[src/rtl/virtual_tile_mc_pkg.sv]
// Shared types and widths for the virtual tile multi-channel join block.
package vtile_pkg;
    localparam int STATE_W = 2;
    localparam int CNT_W   = 32;

    typedef enum logic [STATE_W-1:0] {
        IDLE = 2'd0,
        RUN  = 2'd1,
        DONE = 2'd2
    } state_t;
endpackage

[src/rtl/virtual_tile_mc_if.sv]
// Channel/output handshake bundle for virtual_tile_mc; slave = tile side, master = driver side.
interface vtile_if import vtile_pkg::*; #(
    parameter int DW     = 32,
    parameter int NUM_IN = 3
) ();
    logic [NUM_IN*DW-1:0] in_data_i;
    logic [NUM_IN-1:0]    in_valid_i;
    logic [NUM_IN-1:0]    in_ready_o;
    logic [DW-1:0]        out_data_o;
    logic                 out_valid_o;
    logic                 out_ready_i;
    logic [STATE_W-1:0]   state_o;
    logic [CNT_W-1:0]     fire_cnt_o;
    logic                 stall_o;

    modport slave (
        input  in_data_i, in_valid_i, out_ready_i,
        output in_ready_o, out_data_o, out_valid_o, state_o, fire_cnt_o, stall_o
    );

    modport master (
        output in_data_i, in_valid_i, out_ready_i,
        input  in_ready_o, out_data_o, out_valid_o, state_o, fire_cnt_o, stall_o
    );
endinterface

[src/rtl/virtual_tile_mc_network_fifo.sv]
// Receive buffer with occupancy counter; FWFT=1 presents the head flit combinationally.
module network_fifo #(
    parameter int W         = 32,
    parameter int DEPTH_LOG = 2,
    parameter bit FWFT      = 1'b1
) (
    input  logic         clk_i,
    input  logic         rst_i,
    input  logic         wr_en_i,
    input  logic [W-1:0] wr_data_i,
    output logic         full_o,
    input  logic         rd_en_i,
    output logic [W-1:0] rd_data_o,
    output logic         empty_o
);
    localparam int DEPTH = 2 ** DEPTH_LOG;

    logic [W-1:0]         mem [DEPTH];
    logic [DEPTH_LOG-1:0] wr_ptr_q, wr_ptr_d, rd_ptr_q, rd_ptr_d;
    logic [DEPTH_LOG:0]   count_q, count_d;
    logic                 do_wr, do_rd;

    // Full is derived from registered occupancy only, so a same-cycle pop never frees a slot.
    assign full_o  = (count_q == (DEPTH_LOG+1)'(DEPTH));
    assign empty_o = (count_q == '0);

    always_comb begin
        do_wr    = wr_en_i & ~full_o;
        do_rd    = rd_en_i & ~empty_o;
        wr_ptr_d = wr_ptr_q + DEPTH_LOG'(do_wr);
        rd_ptr_d = rd_ptr_q + DEPTH_LOG'(do_rd);
        count_d  = count_q + (DEPTH_LOG+1)'(do_wr) - (DEPTH_LOG+1)'(do_rd);
    end

    always_ff @(posedge clk_i) begin
        if (rst_i) begin
            wr_ptr_q <= '0;
            rd_ptr_q <= '0;
            count_q  <= '0;
        end else begin
            wr_ptr_q <= wr_ptr_d;
            rd_ptr_q <= rd_ptr_d;
            count_q  <= count_d;
        end
    end

    always_ff @(posedge clk_i) begin
        if (do_wr) mem[wr_ptr_q] <= wr_data_i;
    end

    generate
        if (FWFT) begin : g_fwft
            assign rd_data_o = mem[rd_ptr_q];
        end else begin : g_std
            logic [W-1:0] rd_data_q;
            always_ff @(posedge clk_i) begin
                if (rst_i)      rd_data_q <= '0;
                else if (do_rd) rd_data_q <= mem[rd_ptr_q];
            end
            assign rd_data_o = rd_data_q;
        end
    endgenerate
endmodule

[src/rtl/virtual_tile_mc.sv]
// Joins all enabled input channels into one XOR-combined output flit, with run/done FSM and stall detect.
// Optional macro VTILE_TRACE_EN prints state transitions and stall onset with tile coordinates.
module virtual_tile_mc import vtile_pkg::*; #(
    parameter int                DW             = 32,
    parameter int                NUM_IN         = 3,
    parameter logic [NUM_IN-1:0] IN_MASK        = 3'b111,
    parameter int                RBUF_DEPTH_LOG = 2,
    parameter int                PKT_COUNT      = 1000,
    parameter int                STALL_LIMIT    = 4096,
    parameter int                X              = 0,
    parameter int                Y              = 0
) (
    input  logic  clk_i,
    input  logic  rst_i,
    vtile_if.slave bus
);
    localparam int IDLE_W = $clog2(STALL_LIMIT + 1);

    logic [NUM_IN-1:0]         ch_empty, ch_full;
    logic [NUM_IN-1:0][DW-1:0] head;
    logic                      join_valid, fire;
    logic [DW-1:0]             xor_data;

    logic              out_valid_q, out_valid_d;
    logic [DW-1:0]     out_data_q, out_data_d;
    state_t            state_q, state_d;
    logic [CNT_W-1:0]  fire_cnt_q, fire_cnt_d;
    logic [IDLE_W-1:0] idle_q, idle_d;
    logic              stall_q, stall_d;

    // Disabled channels look permanently non-empty with a zero head, so they drop out of join and XOR.
    generate
        for (genvar gi = 0; gi < NUM_IN; gi++) begin : g_ch
            if (IN_MASK[gi]) begin : g_en
                network_fifo #(
                    .W(DW), .DEPTH_LOG(RBUF_DEPTH_LOG), .FWFT(1'b1)
                ) u_rbuf (
                    .clk_i    (clk_i),
                    .rst_i    (rst_i),
                    .wr_en_i  (bus.in_valid_i[gi]),
                    .wr_data_i(bus.in_data_i[gi*DW +: DW]),
                    .full_o   (ch_full[gi]),
                    .rd_en_i  (fire),
                    .rd_data_o(head[gi]),
                    .empty_o  (ch_empty[gi])
                );
            end else begin : g_dis
                logic unused_in;
                assign unused_in    = ^{bus.in_valid_i[gi], bus.in_data_i[gi*DW +: DW]};
                assign ch_full[gi]  = 1'b1;
                assign ch_empty[gi] = 1'b0;
                assign head[gi]     = '0;
            end
        end
    endgenerate

    always_comb begin
        join_valid = ~|ch_empty;
        fire       = join_valid & (~out_valid_q | bus.out_ready_i);
        xor_data   = '0;
        for (int k = 0; k < NUM_IN; k++) xor_data = xor_data ^ head[k];

        out_valid_d = out_valid_q;
        out_data_d  = out_data_q;
        if (fire) begin
            out_valid_d = 1'b1;
            out_data_d  = xor_data;
        end else if (bus.out_ready_i) begin
            out_valid_d = 1'b0;
        end

        fire_cnt_d = fire_cnt_q;
        if (fire && (fire_cnt_q < CNT_W'(PKT_COUNT))) fire_cnt_d = fire_cnt_q + 1'b1;

        state_d = state_q;
        case (state_q)
            IDLE:    if (fire) state_d = (fire_cnt_d == CNT_W'(PKT_COUNT)) ? DONE : RUN;
            RUN:     if (fire && (fire_cnt_d == CNT_W'(PKT_COUNT))) state_d = DONE;
            default: state_d = state_q;
        endcase

        idle_d = '0;
        if ((state_q == RUN) && !fire)
            idle_d = (idle_q == IDLE_W'(STALL_LIMIT)) ? idle_q : idle_q + 1'b1;
        stall_d = (state_d == RUN) && (idle_d == IDLE_W'(STALL_LIMIT));
    end

    always_ff @(posedge clk_i) begin
        if (rst_i) begin
            out_valid_q <= 1'b0;
            out_data_q  <= '0;
            state_q     <= IDLE;
            fire_cnt_q  <= '0;
            idle_q      <= '0;
            stall_q     <= 1'b0;
        end else begin
            out_valid_q <= out_valid_d;
            out_data_q  <= out_data_d;
            state_q     <= state_d;
            fire_cnt_q  <= fire_cnt_d;
            idle_q      <= idle_d;
            stall_q     <= stall_d;
        end
    end

    assign bus.in_ready_o  = ~ch_full;
    assign bus.out_valid_o = out_valid_q;
    assign bus.out_data_o  = out_data_q;
    assign bus.state_o     = state_q;
    assign bus.fire_cnt_o  = fire_cnt_q;
    assign bus.stall_o     = stall_q;

`ifdef VTILE_TRACE_EN
    always @(posedge clk_i) begin
        if (!rst_i) begin
            if (state_q == IDLE && state_d == RUN)
                $display("%0t vtile(%0d,%0d) IDLE->RUN", $time, X, Y);
            if (state_q == RUN && state_d == DONE)
                $display("%0t vtile(%0d,%0d) RUN->DONE", $time, X, Y);
            if (!stall_q && stall_d)
                $display("%0t vtile(%0d,%0d) stall", $time, X, Y);
        end
    end
`else
    localparam int unused_xy = X + Y;
`endif
endmodule

[src/flat_wrapper.sv]
// flat-port wrapper written by rule: the top's interface ports become plain ports
module virtual_tile_mc_flat import vtile_pkg::*;
#(
    parameter int                DW             = 32,
    parameter int                NUM_IN         = 3,
    parameter logic [NUM_IN-1:0] IN_MASK        = 3'b111,
    parameter int                RBUF_DEPTH_LOG = 2,
    parameter int                PKT_COUNT      = 1000,
    parameter int                STALL_LIMIT    = 4096,
    parameter int                X              = 0,
    parameter int                Y              = 0
)
  (clk_i, rst_i, bus_in_data_i, bus_in_valid_i, bus_out_ready_i, bus_in_ready_o, bus_out_data_o, bus_out_valid_o, bus_state_o, bus_fire_cnt_o, bus_stall_o);
  vtile_if #(.DW(DW), .NUM_IN(NUM_IN)) bus_i ();
  input  logic clk_i;
  input  logic rst_i;
  input wire logic [$bits(bus_i.in_data_i)-1:0] bus_in_data_i;
  input wire logic [$bits(bus_i.in_valid_i)-1:0] bus_in_valid_i;
  input wire logic [$bits(bus_i.out_ready_i)-1:0] bus_out_ready_i;
  output wire logic [$bits(bus_i.in_ready_o)-1:0] bus_in_ready_o;
  output wire logic [$bits(bus_i.out_data_o)-1:0] bus_out_data_o;
  output wire logic [$bits(bus_i.out_valid_o)-1:0] bus_out_valid_o;
  output wire logic [$bits(bus_i.state_o)-1:0] bus_state_o;
  output wire logic [$bits(bus_i.fire_cnt_o)-1:0] bus_fire_cnt_o;
  output wire logic [$bits(bus_i.stall_o)-1:0] bus_stall_o;
  assign bus_i.in_data_i = bus_in_data_i;
  assign bus_i.in_valid_i = bus_in_valid_i;
  assign bus_i.out_ready_i = bus_out_ready_i;
  assign bus_in_ready_o = bus_i.in_ready_o;
  assign bus_out_data_o = bus_i.out_data_o;
  assign bus_out_valid_o = bus_i.out_valid_o;
  assign bus_state_o = bus_i.state_o;
  assign bus_fire_cnt_o = bus_i.fire_cnt_o;
  assign bus_stall_o = bus_i.stall_o;
  virtual_tile_mc #(.DW(DW), .NUM_IN(NUM_IN), .IN_MASK(IN_MASK), .RBUF_DEPTH_LOG(RBUF_DEPTH_LOG), .PKT_COUNT(PKT_COUNT), .STALL_LIMIT(STALL_LIMIT), .X(X), .Y(Y)) u_core (.clk_i(clk_i), .rst_i(rst_i), .bus(bus_i));
endmodule
[config.mk]
export PLATFORM = sky130hd
export DESIGN_NAME = virtual_tile_mc_flat
export DESIGN_NICKNAME = d
export VERILOG_FILES = /design/src/rtl/virtual_tile_mc_pkg.sv /design/src/rtl/virtual_tile_mc_if.sv /design/src/rtl/virtual_tile_mc_network_fifo.sv /design/src/rtl/virtual_tile_mc.sv /design/src/flat_wrapper.sv
export SDC_FILE = /design/constraint.sdc
export NUM_CORES = 1
export LEC_CHECK = 0
export CAP_MARGIN = 15
export CORE_UTILIZATION = 57
export DETAILED_ROUTE_END_ITERATION = 10
export GPL_TIMING_DRIVEN = 1
export PLACE_DENSITY = 0.91
export SETUP_SLACK_MARGIN = 0.02
export SLEW_MARGIN = 20
export SYNTH_ARGS = -nofsm -noshare
export SYNTH_HDL_FRONTEND = slang
export SYNTH_SLANG_ARGS = --single-unit
[constraint.sdc]
create_clock -name clk_i -period 4.5 [get_ports clk_i]
set_clock_uncertainty 0.05 [all_clocks]
set_input_delay 0.9 -clock clk_i [delete_from_list [all_inputs] [get_ports clk_i]]
set_output_delay 0.9 -clock clk_i [all_outputs]
set_load 0.03 [all_outputs]
Word level (Yosys, flattened, before mapping)
Memory sizes are Yosys's and may differ from the RTL's. A register that Yosys moved wholly into a read port is not among the register bits.
Index checks and enable logic that the tools add are counted.
W data, S select, Z words.

storage, ports and cells
  register bits after elaboration = 102
  latch bits = 0
  bits in writable memories = 384
  ROM bits = 0
  input bits = 102
  output and inout bits = 71
  word-level logic and storage cells = 89
  memories = 3

cells by class
  $add $sub $neg = 14
  multiply operators = 0
  div/mod/pow operators = 0
  magnitude comparators = 1
  eq/ne operators = 8
  shift operators = 0
  multiplexer cells = 18
  bitwise operators = 18
  reductions and logical operators = 12

memory list
  memory                          words  width  rd ports  clocked after Yosys merged registers in  write ports  line                                text
  u_core.g_ch[0].g_en.u_rbuf.mem  4      32     1         1                                        1            virtual_tile_mc_network_fifo.sv:18  logic [W-1:0] mem [DEPTH];
  u_core.g_ch[1].g_en.u_rbuf.mem  4      32     1         1                                        1            virtual_tile_mc_network_fifo.sv:18
  u_core.g_ch[2].g_en.u_rbuf.mem  4      32     1         1                                        1            virtual_tile_mc_network_fifo.sv:18

operator list
  cell                     number
  $xor A32 B32 Y32         2
  $add A32 B1 Y32 const B  1
  $eq A32 B10 Y1 const B   1
  $lt A32 B10 Y1 const B   1
  $mux W32                 1
  $eq A13 B13 Y1 const B   2
  $mux W13                 2
  $add A13 B1 Y13 const B  1
  $add A2 B1 Y2            6
  $mux W2                  6
  $add A3 B1 Y3            3
  $eq A3 B3 Y1 const B     3
  $logic_not A3 Y1         3
  $sub A3 B1 Y3            3
  $mux W1                  8
  $and A1 B1 Y1            7
  $not A1 Y1               7
  $eq A2 B1 Y1 const B     2
  $logic_and A1 B1 Y1      4
  $pmux W2 S2              1
  $not A3 Y3               1
  $reduce_or A3 Y1         1
  $logic_not A1 Y1         2
  $logic_not A2 Y1         1
  2 further kinds          2

Longest topological paths before layout
Gate-level depths: netlist of run 1.

  depth after elaboration = 12
  depth in mapped cells = 13

Cells and area by module
A second synthesis of run 1 with hierarchy kept.

second synthesis, totals
  cells, all modules = 1,047
  area total of the unflattened synthesis = 18,878.1 um2

by module, submodules not included
  module           times used  cells an instance  area an instance (um2)  seq. area each (um2)
  network_fifo     3           203                5,019.8                 3,983.8
  virtual_tile_mc  1           438                3,818.7                 1,621.6

Worst setup path before layout of run 1
OpenSTA, ideal clock, no wires.

  kind = input-to-reg
  start point = input port bus_in_valid_i[1]
  end point = memory u_core.g_ch[1].g_en.u_rbuf.mem[0][0], enable pin
  library setup time = 0.461 ns
  data arrival time = 3.188 ns
  data required time = 3.989 ns
  setup slack = 0.801 ns
  stages = 2
  buffers on the path = 0
  cell sequence = nand2_1 nor3_1

on the way
  word-level cells in the longest chain between the ends = 3

RTL lines
  what                           line                                text
  from (decl)                    flat_wrapper.sv:18                  input wire logic [$bits(bus_i.in_valid_i)-1:0] bus_in_valid_i;
  $and A1 B1 Y1                  virtual_tile_mc_network_fifo.sv:28  do_wr = wr_en_i & ~full_o;
  $mux W1                        virtual_tile_mc_network_fifo.sv:48  if (do_wr) mem[wr_ptr_q] <= wr_data_i;
  $mux W1 (not written as such)  virtual_tile_mc_network_fifo.sv:48
  to (decl)                      virtual_tile_mc_network_fifo.sv:18

No other way between the ends.

Worst setup path after layout of run 1
  start point = input port bus_out_ready_i
  end point = register u_core.g_ch[0].g_en.u_rbuf.count_q[2]

on the way
  word-level cells in the longest chain between the ends = 4

RTL lines
  what                  line                                text
  from (decl)           flat_wrapper.sv:19                  input wire logic [$bits(bus_i.out_ready_i)-1:0] bus_out_ready_i;
  $or A1 B1 Y1          virtual_tile_mc.sv:59               fire = join_valid & (~out_valid_q | bus.out_ready_i);
  $and A1 B1 Y1         virtual_tile_mc.sv:59
  $and A1 B1 Y1         virtual_tile_mc_network_fifo.sv:29  do_rd = rd_en_i & ~empty_o;
  $sub A3 B1 Y3         virtual_tile_mc_network_fifo.sv:32  count_d = count_q + (DEPTH_LOG+1)'(do_wr) - (DEPTH_LOG+1)'(do_rd);
  to (signal assigned)  virtual_tile_mc_network_fifo.sv:43  count_q <= count_d;
  to (decl)             virtual_tile_mc_network_fifo.sv:20  logic [DEPTH_LOG:0] count_q, count_d;

No other way between the ends.
A chain may end at the register's enable or synchronous reset.

==> results of run 1 <==
==> layout make-up <==
type	instances	area share
well taps	435	0.0241
multi-input cells	499	0.211
inverters	19	0.00316
flip-flops and latches	486	0.602
clock buffers	71	0.0638
repair buffers	197	0.0850
diodes	5	0.000555
clock inverters	21	0.0102
==> registers in the layout, summed over array words and instances (netlist names) <==
signal / cells
u_core.g_ch.g_en.u_rbuf.mem: 384
u_core.bus.fire_cnt_o: 32
u_core.bus.out_data_o: 32
u_core.idle_q: 13
u_core.g_ch.g_en.u_rbuf.count_q: 9
u_core.g_ch.g_en.u_rbuf.rd_ptr_q: 6
u_core.g_ch.g_en.u_rbuf.wr_ptr_q: 6
u_core.bus.state_o: 2
u_core.bus.out_valid_o: 1
u_core.bus.stall_o: 1
==> cells by family (layout without fill, tap and decap cells) <==
family	after synthesis	in the layout	share of synthesized area
buffers and inverters	64	308	0.0136
adder cells (fa/ha/maj)	18	18	0.0134
multiplexers	99	99	0.118
flip-flops	486	486	0.732
XOR/XNOR	94	94	0.0444
AO/OA/AOI/OAI	56	56	0.0179
AND/OR/NAND/NOR	232	232	0.0601
other	0	5	0
==> worst max path at each step <==
stage	start	end	slack [ns]	cells past startpoint
after floorplan	bus_in_valid_i[1]	u_core.g_ch[1].g_en.u_rbuf.mem[0][0]	0.80	2
after global placement	bus_out_ready_i	u_core.bus.state_o[0]	0.98	7
after detailed placement	bus_out_ready_i	u_core.g_ch[0].g_en.u_rbuf.count_q[2]	0.90	13
after CTS	bus_out_ready_i	u_core.g_ch[0].g_en.u_rbuf.count_q[2]	1.46	13
after global routing	bus_out_ready_i	u_core.g_ch[2].g_en.u_rbuf.count_q[2]	1.27	13
final	bus_out_ready_i	u_core.g_ch[0].g_en.u_rbuf.count_q[2]	1.46	13
==> through the flow <==
step                 util  cell area [um2]  setup WS (ns)
floorplan               -            18500          0.801
global placement    0.656            20900          0.983
detailed placement  0.656            20900          0.898
CTS                 0.708            22500           1.46
global route        0.709            22500           1.27
finish              0.709            22600           1.46
==> metal layers <==
metal  global-route usage  vias to the layer above
met1                0.304                     5013
met4               0.0884                        4
met2                0.400                      436
met5                    0                        -
li1                     -                     4416
met3               0.0643                       88
==> cell usage in the layout (no fill, tap or decap), types with 3 or more instances in the layout <==
| cell | instances |
|---|---|
| bufinv_16 | 3 |
| clkdlybuf4s50_1 | 171 |
| clkbuf_16 | 49 |
| and2_1 | 3 |
| inv_1 | 19 |
| fa_1 | 3 |
| mux2i_1 | 3 |
| a21oi_1 | 38 |
| xor2_1 | 38 |
| mux4_2 | 96 |
| clkbuf_8 | 13 |
| nor3_1 | 3 |
| dfxtp_2 | 4 |
| nor2_4 | 4 |
| nor3_2 | 3 |
| edfxtp_1 | 384 |
| nand3_1 | 12 |
| or3_1 | 5 |
| nor4_1 | 13 |
| nor2b_1 | 35 |
| dfxtp_1 | 98 |
| nor2_1 | 108 |
| diode_2 | 5 |
| xnor2_1 | 56 |
| ha_1 | 15 |
| nand2_1 | 23 |
| o31ai_1 | 3 |
| buf_4 | 24 |
| nand4_1 | 4 |
| clkbuf_1 | 9 |
| and3_1 | 7 |
| clkinv_2 | 13 |
==> where the power goes <==
part	total, W	switching [W]	leakage (nW)	internal, W
logic	0.00298	0.00161	2.27	0.00137
registers	0.00571	0.000316	4.35	0.00539
clock network	0.00409	0.00168	0.827	0.00241
==> worst register-to-register path: cells and delay by family, from the launching register on <==
| kind | cells | cell delay, ns |
|---|---|---|
| AND/OR/NAND/NOR | 3 | 0.69 |
| XOR/XNOR | 2 | 0.31 |
| flip-flops | 1 | 0.36 |
| buffers and inverters | 4 | 0.61 |
| adder cells (fa/ha/maj) | 3 | 0.82 |
==> metrics.txt, run 1 <==
Starting Density 0.583; Period Utilization, post-route 0.677; sum of negative setup slack 0 ns; RSZ-0062 raised after global routing no; Via-to-Cell Ratio 5.75; top cells by count, synth edfxtp_1, nor2_1, dfxtp_1; pwr dens about 570 nW/um2; multi-input logic area 4760 um2; post-synth top area share 0.622; synth warn 0; Register Area 13600 um2; syn nets about 1200; # Post-CTS Setup Buffers 0; fmax 328 MHz; antenna-violating nets left 0; R2R Path End u_core.g_ch[0].g_en.u_rbuf.count_q[2]; endpoints failing setup 0; post-synthesis cell count 1049; wire length per cell 22.4 um; CTS tree built; die width 182 um; Crit Path Max Fanout 37; dpl hpwl 24300 um; count leader, synth edfxtp_1; actual slew at the worst max-slew pin 0.950 ns; EDFF count, synth 384; Worst Path Arrival about 3.4 ns; slowest stage cell, crit path clkdlybuf4s50_1; vias in the first global route 10300; CP Launch Type primary input; IO Pins 173; final hold vios 0; dominant cell type by area after synthesis edfxtp_1; path depth of the worst reg2reg path 12; clock insertion delay at the later pin of the skew report around 0.58 ns; Avg Cell Area, Syn 17.7 um2; reg-to-reg slack, setup 1.52 ns; hold bufs inserted after CTS 0; family with the most delay on the worst path buffers and inverters; Seq cells post-synth approximately 490; Hold Path Depth 1; initial antenna violation count 6; Seq/Total Area, Yosys 0.732; DRC 0; Total Routing Usage GR 0.240; most frequent CP cell inv_1; largest cells by area after synthesis edfxtp_1, mux4_2, dfxtp_1; M1 WL 15000 um; maximum vdd ir drop 390 uV; area grow syn2layout 21.7%; Vert. Die Dim 182 um; max-cap viol count 0; Min Hold Slack 0.429 ns; Tmin final 3.04 ns; Total Power 0.0128 W; reg-to-reg critical path startpoint u_core.g_ch[2].g_en.u_rbuf.count_q[1]; Core Area 31800 um2; CTS Sinks 486; Placer Congestion about 0.92; largest net degree at the start of global routing 87; buffers and inverters on the worst path 5; Hold Startpoint u_core.bus.fire_cnt_o[23]; first-pass GRT wire length a little under 60000 um; Max stage delay on crit path about 0.40 ns; H-tree depth 2; asr flop ratio synth 0; Worst setup EP type register; Yosys cell types 42; Met3 Wirelength 3360 um; crit path cell chain clkdlybuf4s50_1 -> nand2b_1 -> nand4_4 -> buf_4 -> inv_1 -> ha_1 -> inv_1 -> ha_1 -> inv_1 -> fa_1 -> xor2_1 -> xnor2_1 -> nor2_1; DR WL met2 between 15000 and 20000 um; initial drt markers 743; Resized cells post-CTS 0; fin nets roughly 1400; run status finished clean; vias 9957; CTS buffer count 49; final WL 38800 um; DP Cell Count 1635; Slew Limit Fails 0; number of placement rows 65; TritonRoute pass-1 iters 5; Req. time, crit path 4.86 ns; port bufs 172; filler cell count slightly below 2000; ys flop type edfxtp_1; HP Class reg2reg; Layout Cells excl Fill 1733; worst hold path endpoint u_core.bus.fire_cnt_o[23]; gr ovfl total 0; die area 33200 um2; LEAKAGE around 7.4 nW; share of cells above drive strength 1 0.171; clk slew on worst S/H paths 0.06 ns; clk buf depth 3; Mapped Area 18500 um2; relative slew slack 0.367; Setup CP Type in2reg; top sig layer met5; Root Buffer Master clkbuf_16
(Power assumes the default switching activity.)
==> inputs of run 2 (changes only) <==
clock period = 2.9 ns   (was 4.5 ns; I/O delays follow)
==> run 2 against run 1 <==
Compared with the run above:
- sequential share of layout area fell by 0.55 points
- power rose by 57%
- worst hold slack worse by 0.14 ns
- first-iteration DRC count increased by 13%
- register-to-register slack worse by 1.3 ns
- critical path depth down 7
- sequential power rose by 53%
- critical endpoint is now u_core.bus.state_o[0]
==> metrics.txt, run 2 (same netlist as run 1, synthesis figures left out) <==
max reg flops 384 (unchanged); DP Cell Count 1649 (+0.86%); Register Area 13600 um2 (about the same); dpl hpwl 25200 um (+3.9%); area grow syn2layout 22.8%; die area 33200 um2 (unchanged); number of placement rows 65 (unchanged); Layout Cells excl Fill 1744 (+0.63%); CP Launch Type register; Slew Limit Fails 0 (unchanged); initial drt markers 842 (+13%); vias in the first global route 10500 (+2.2%); gr ovfl total 0 (unchanged); slowest stage cell, crit path or4_1; run status finished clean; final WL 41000 um (+5.6%); clock insertion delay at the later pin of the skew report 0.56 ns (-0.02 ns); Placer Congestion 0.910 (-1.5%); # Post-CTS Setup Buffers 0 (unchanged); CTS Sinks 486 (unchanged); filler cell count 1864 (-3.2%); Tmin final 2.71 ns; Finished Cell Area 22800 um2 (+0.92%); family with the most delay on the worst path simple AND/OR/NAND/NOR gates; largest net degree at the start of global routing 87 (unchanged); Met3 Wirelength 4110 um (+22%); share of cells above drive strength 1 0.170 (-0.00131); vias 10200 (+2.8%); CTS buffer count 48 (-2.0%); clk buf depth 3 (unchanged); endpoints failing setup 0 (unchanged); initial antenna violation count 9 (+3); relative slew slack 0.361 (-0.00566); final hold vios 0 (unchanged); Worst setup EP type register; Root Buffer Master clkbuf_16; buffers and inverters on the worst path 0 (-5); commonest non-fill, non-tap cell in the layout edfxtp_1; post-place instance area 21100 um2 (+1.2%); Total Power 0.0200 W (+57%); Period Utilization, post-route 0.933; IO Pins 173 (unchanged); hold bufs inserted after CTS 0 (unchanged); M1 WL 15300 um (+2.1%); wire length per cell 23.5 um (+4.9%); largest register by flop count u_core.g_ch.g_en.u_rbuf.mem; reg-to-reg slack, setup 0.19 ns (-1.33 ns); Via-to-Cell Ratio 5.87 (+2.2%); Total Routing Usage GR 0.253 (+0.0132); clk slew on worst S/H paths 0.06 ns (about the same); HP Class in2reg; Worst Path Arrival 3.09 ns (-0.31 ns); most frequent cells in the layout edfxtp_1, clkdlybuf4s50_1, nor2_1; Crit Path Max Fanout 3 (-92%); LEAKAGE 7.51 nW (+0.90%); Vert. Die Dim 182 um (unchanged); setup slack after layout 0.194 ns (-1.26 ns); H-tree depth 2 (unchanged); multi-input logic area 4780 um2 (+0.42%); Core Area 31800 um2 (unchanged); crit path cell chain nor4_1 -> nand2_1 -> or3_1 -> or4_1 -> a2111o_1 -> o221a_1; RSZ-0062 raised after global routing no; antenna-violating nets left 0 (unchanged); Req. time, crit path 3.29 ns (-1.57 ns); top sig layer met5; first-pass GRT wire length 61800 um (+4.9%); CTS tree built; Resized cells post-CTS 0 (unchanged); fmax roughly 370 MHz; DR WL met2 20300 um (+5.2%); pwr dens 880 nW/um2 (+55%); die width 182 um (unchanged); DRC 0 (unchanged); Setup CP Type reg2reg; pre-CTS worst setup slack -0.212 ns (-1.11 ns); TritonRoute pass-1 iters 7 (+2); actual slew at the worst max-slew pin 0.958 ns (+0.00849 ns); Core Util, Final 0.716 (+0.00649); maximum vdd ir drop 653 uV (+68%); max-cap viol count 0 (unchanged); Max stage delay on crit path 0.57 ns (+0.17 ns); Starting Density 0.583 (unchanged); fin nets 1384 (+0.87%); port bufs 172 (unchanged)
## run 2: changes by cell type in the layout (fill, tap and decap cells not counted), sizes merged
cell	delta
bufinv	+3
diode	+1
inv	-1
buf	+13
clkinvlp	-2
clkbuf	-3
## run 2: metrics by stage
| stage | hold slack [ns] | TNS, ns |
|---|---|---|
| 4_1_cts | 0.274 | 0 |
| 5_1_grt | 0.294 | 0 |
| 3_5_place_dp | 0.421 | -0.489 |
| 2_1_floorplan | 0.449 | 0 |
| 3_3_place_gp | 0.413 | -0.193 |
| 6_report | 0.293 | 0 |
## run 2: tightest hold or removal path: stages
cell	delay, ns
buf_2	0.09
inv_1	0.06
o221a_1	0.11
## run 2: worst paths after layout
kind                                           startpoint                         to  cells after the start
worst max-delay path            u_core.bus.fire_cnt_o[17]      u_core.bus.state_o[0]                      6
worst min-delay path                                rst_i      u_core.bus.state_o[0]                      3
worst max register to register  u_core.bus.fire_cnt_o[17]      u_core.bus.state_o[0]                      6
worst min register to register  u_core.bus.fire_cnt_o[16]  u_core.bus.fire_cnt_o[16]                      1
## run 2: final cells by class
class | count | area share
multi-input combinational | 499 | 0.210
sequential | 486 | 0.597
antenna | 6 | 0.000660
inverter | 19 | 0.00313
clock inverter | 21 | 0.0116
clock buffer | 68 | 0.0606
timing repair buffer | 210 | 0.0935
tap | 435 | 0.0239
## run 2: routing by layer
layer  vias up  GRT usage
met5         -          0
met4         6     0.0911
met3       115     0.0760
met2       580      0.420
met1      5090      0.318
li1       4449          -
## run 2: power by group
| part | total (W) | switching (W) | internal [W] |
|---|---|---|---|
| clock | 0.00639 | 0.00254 | 0.00385 |
| combinational | 0.00491 | 0.00269 | 0.00222 |
| sequential | 0.00872 | 0.000354 | 0.00837 |
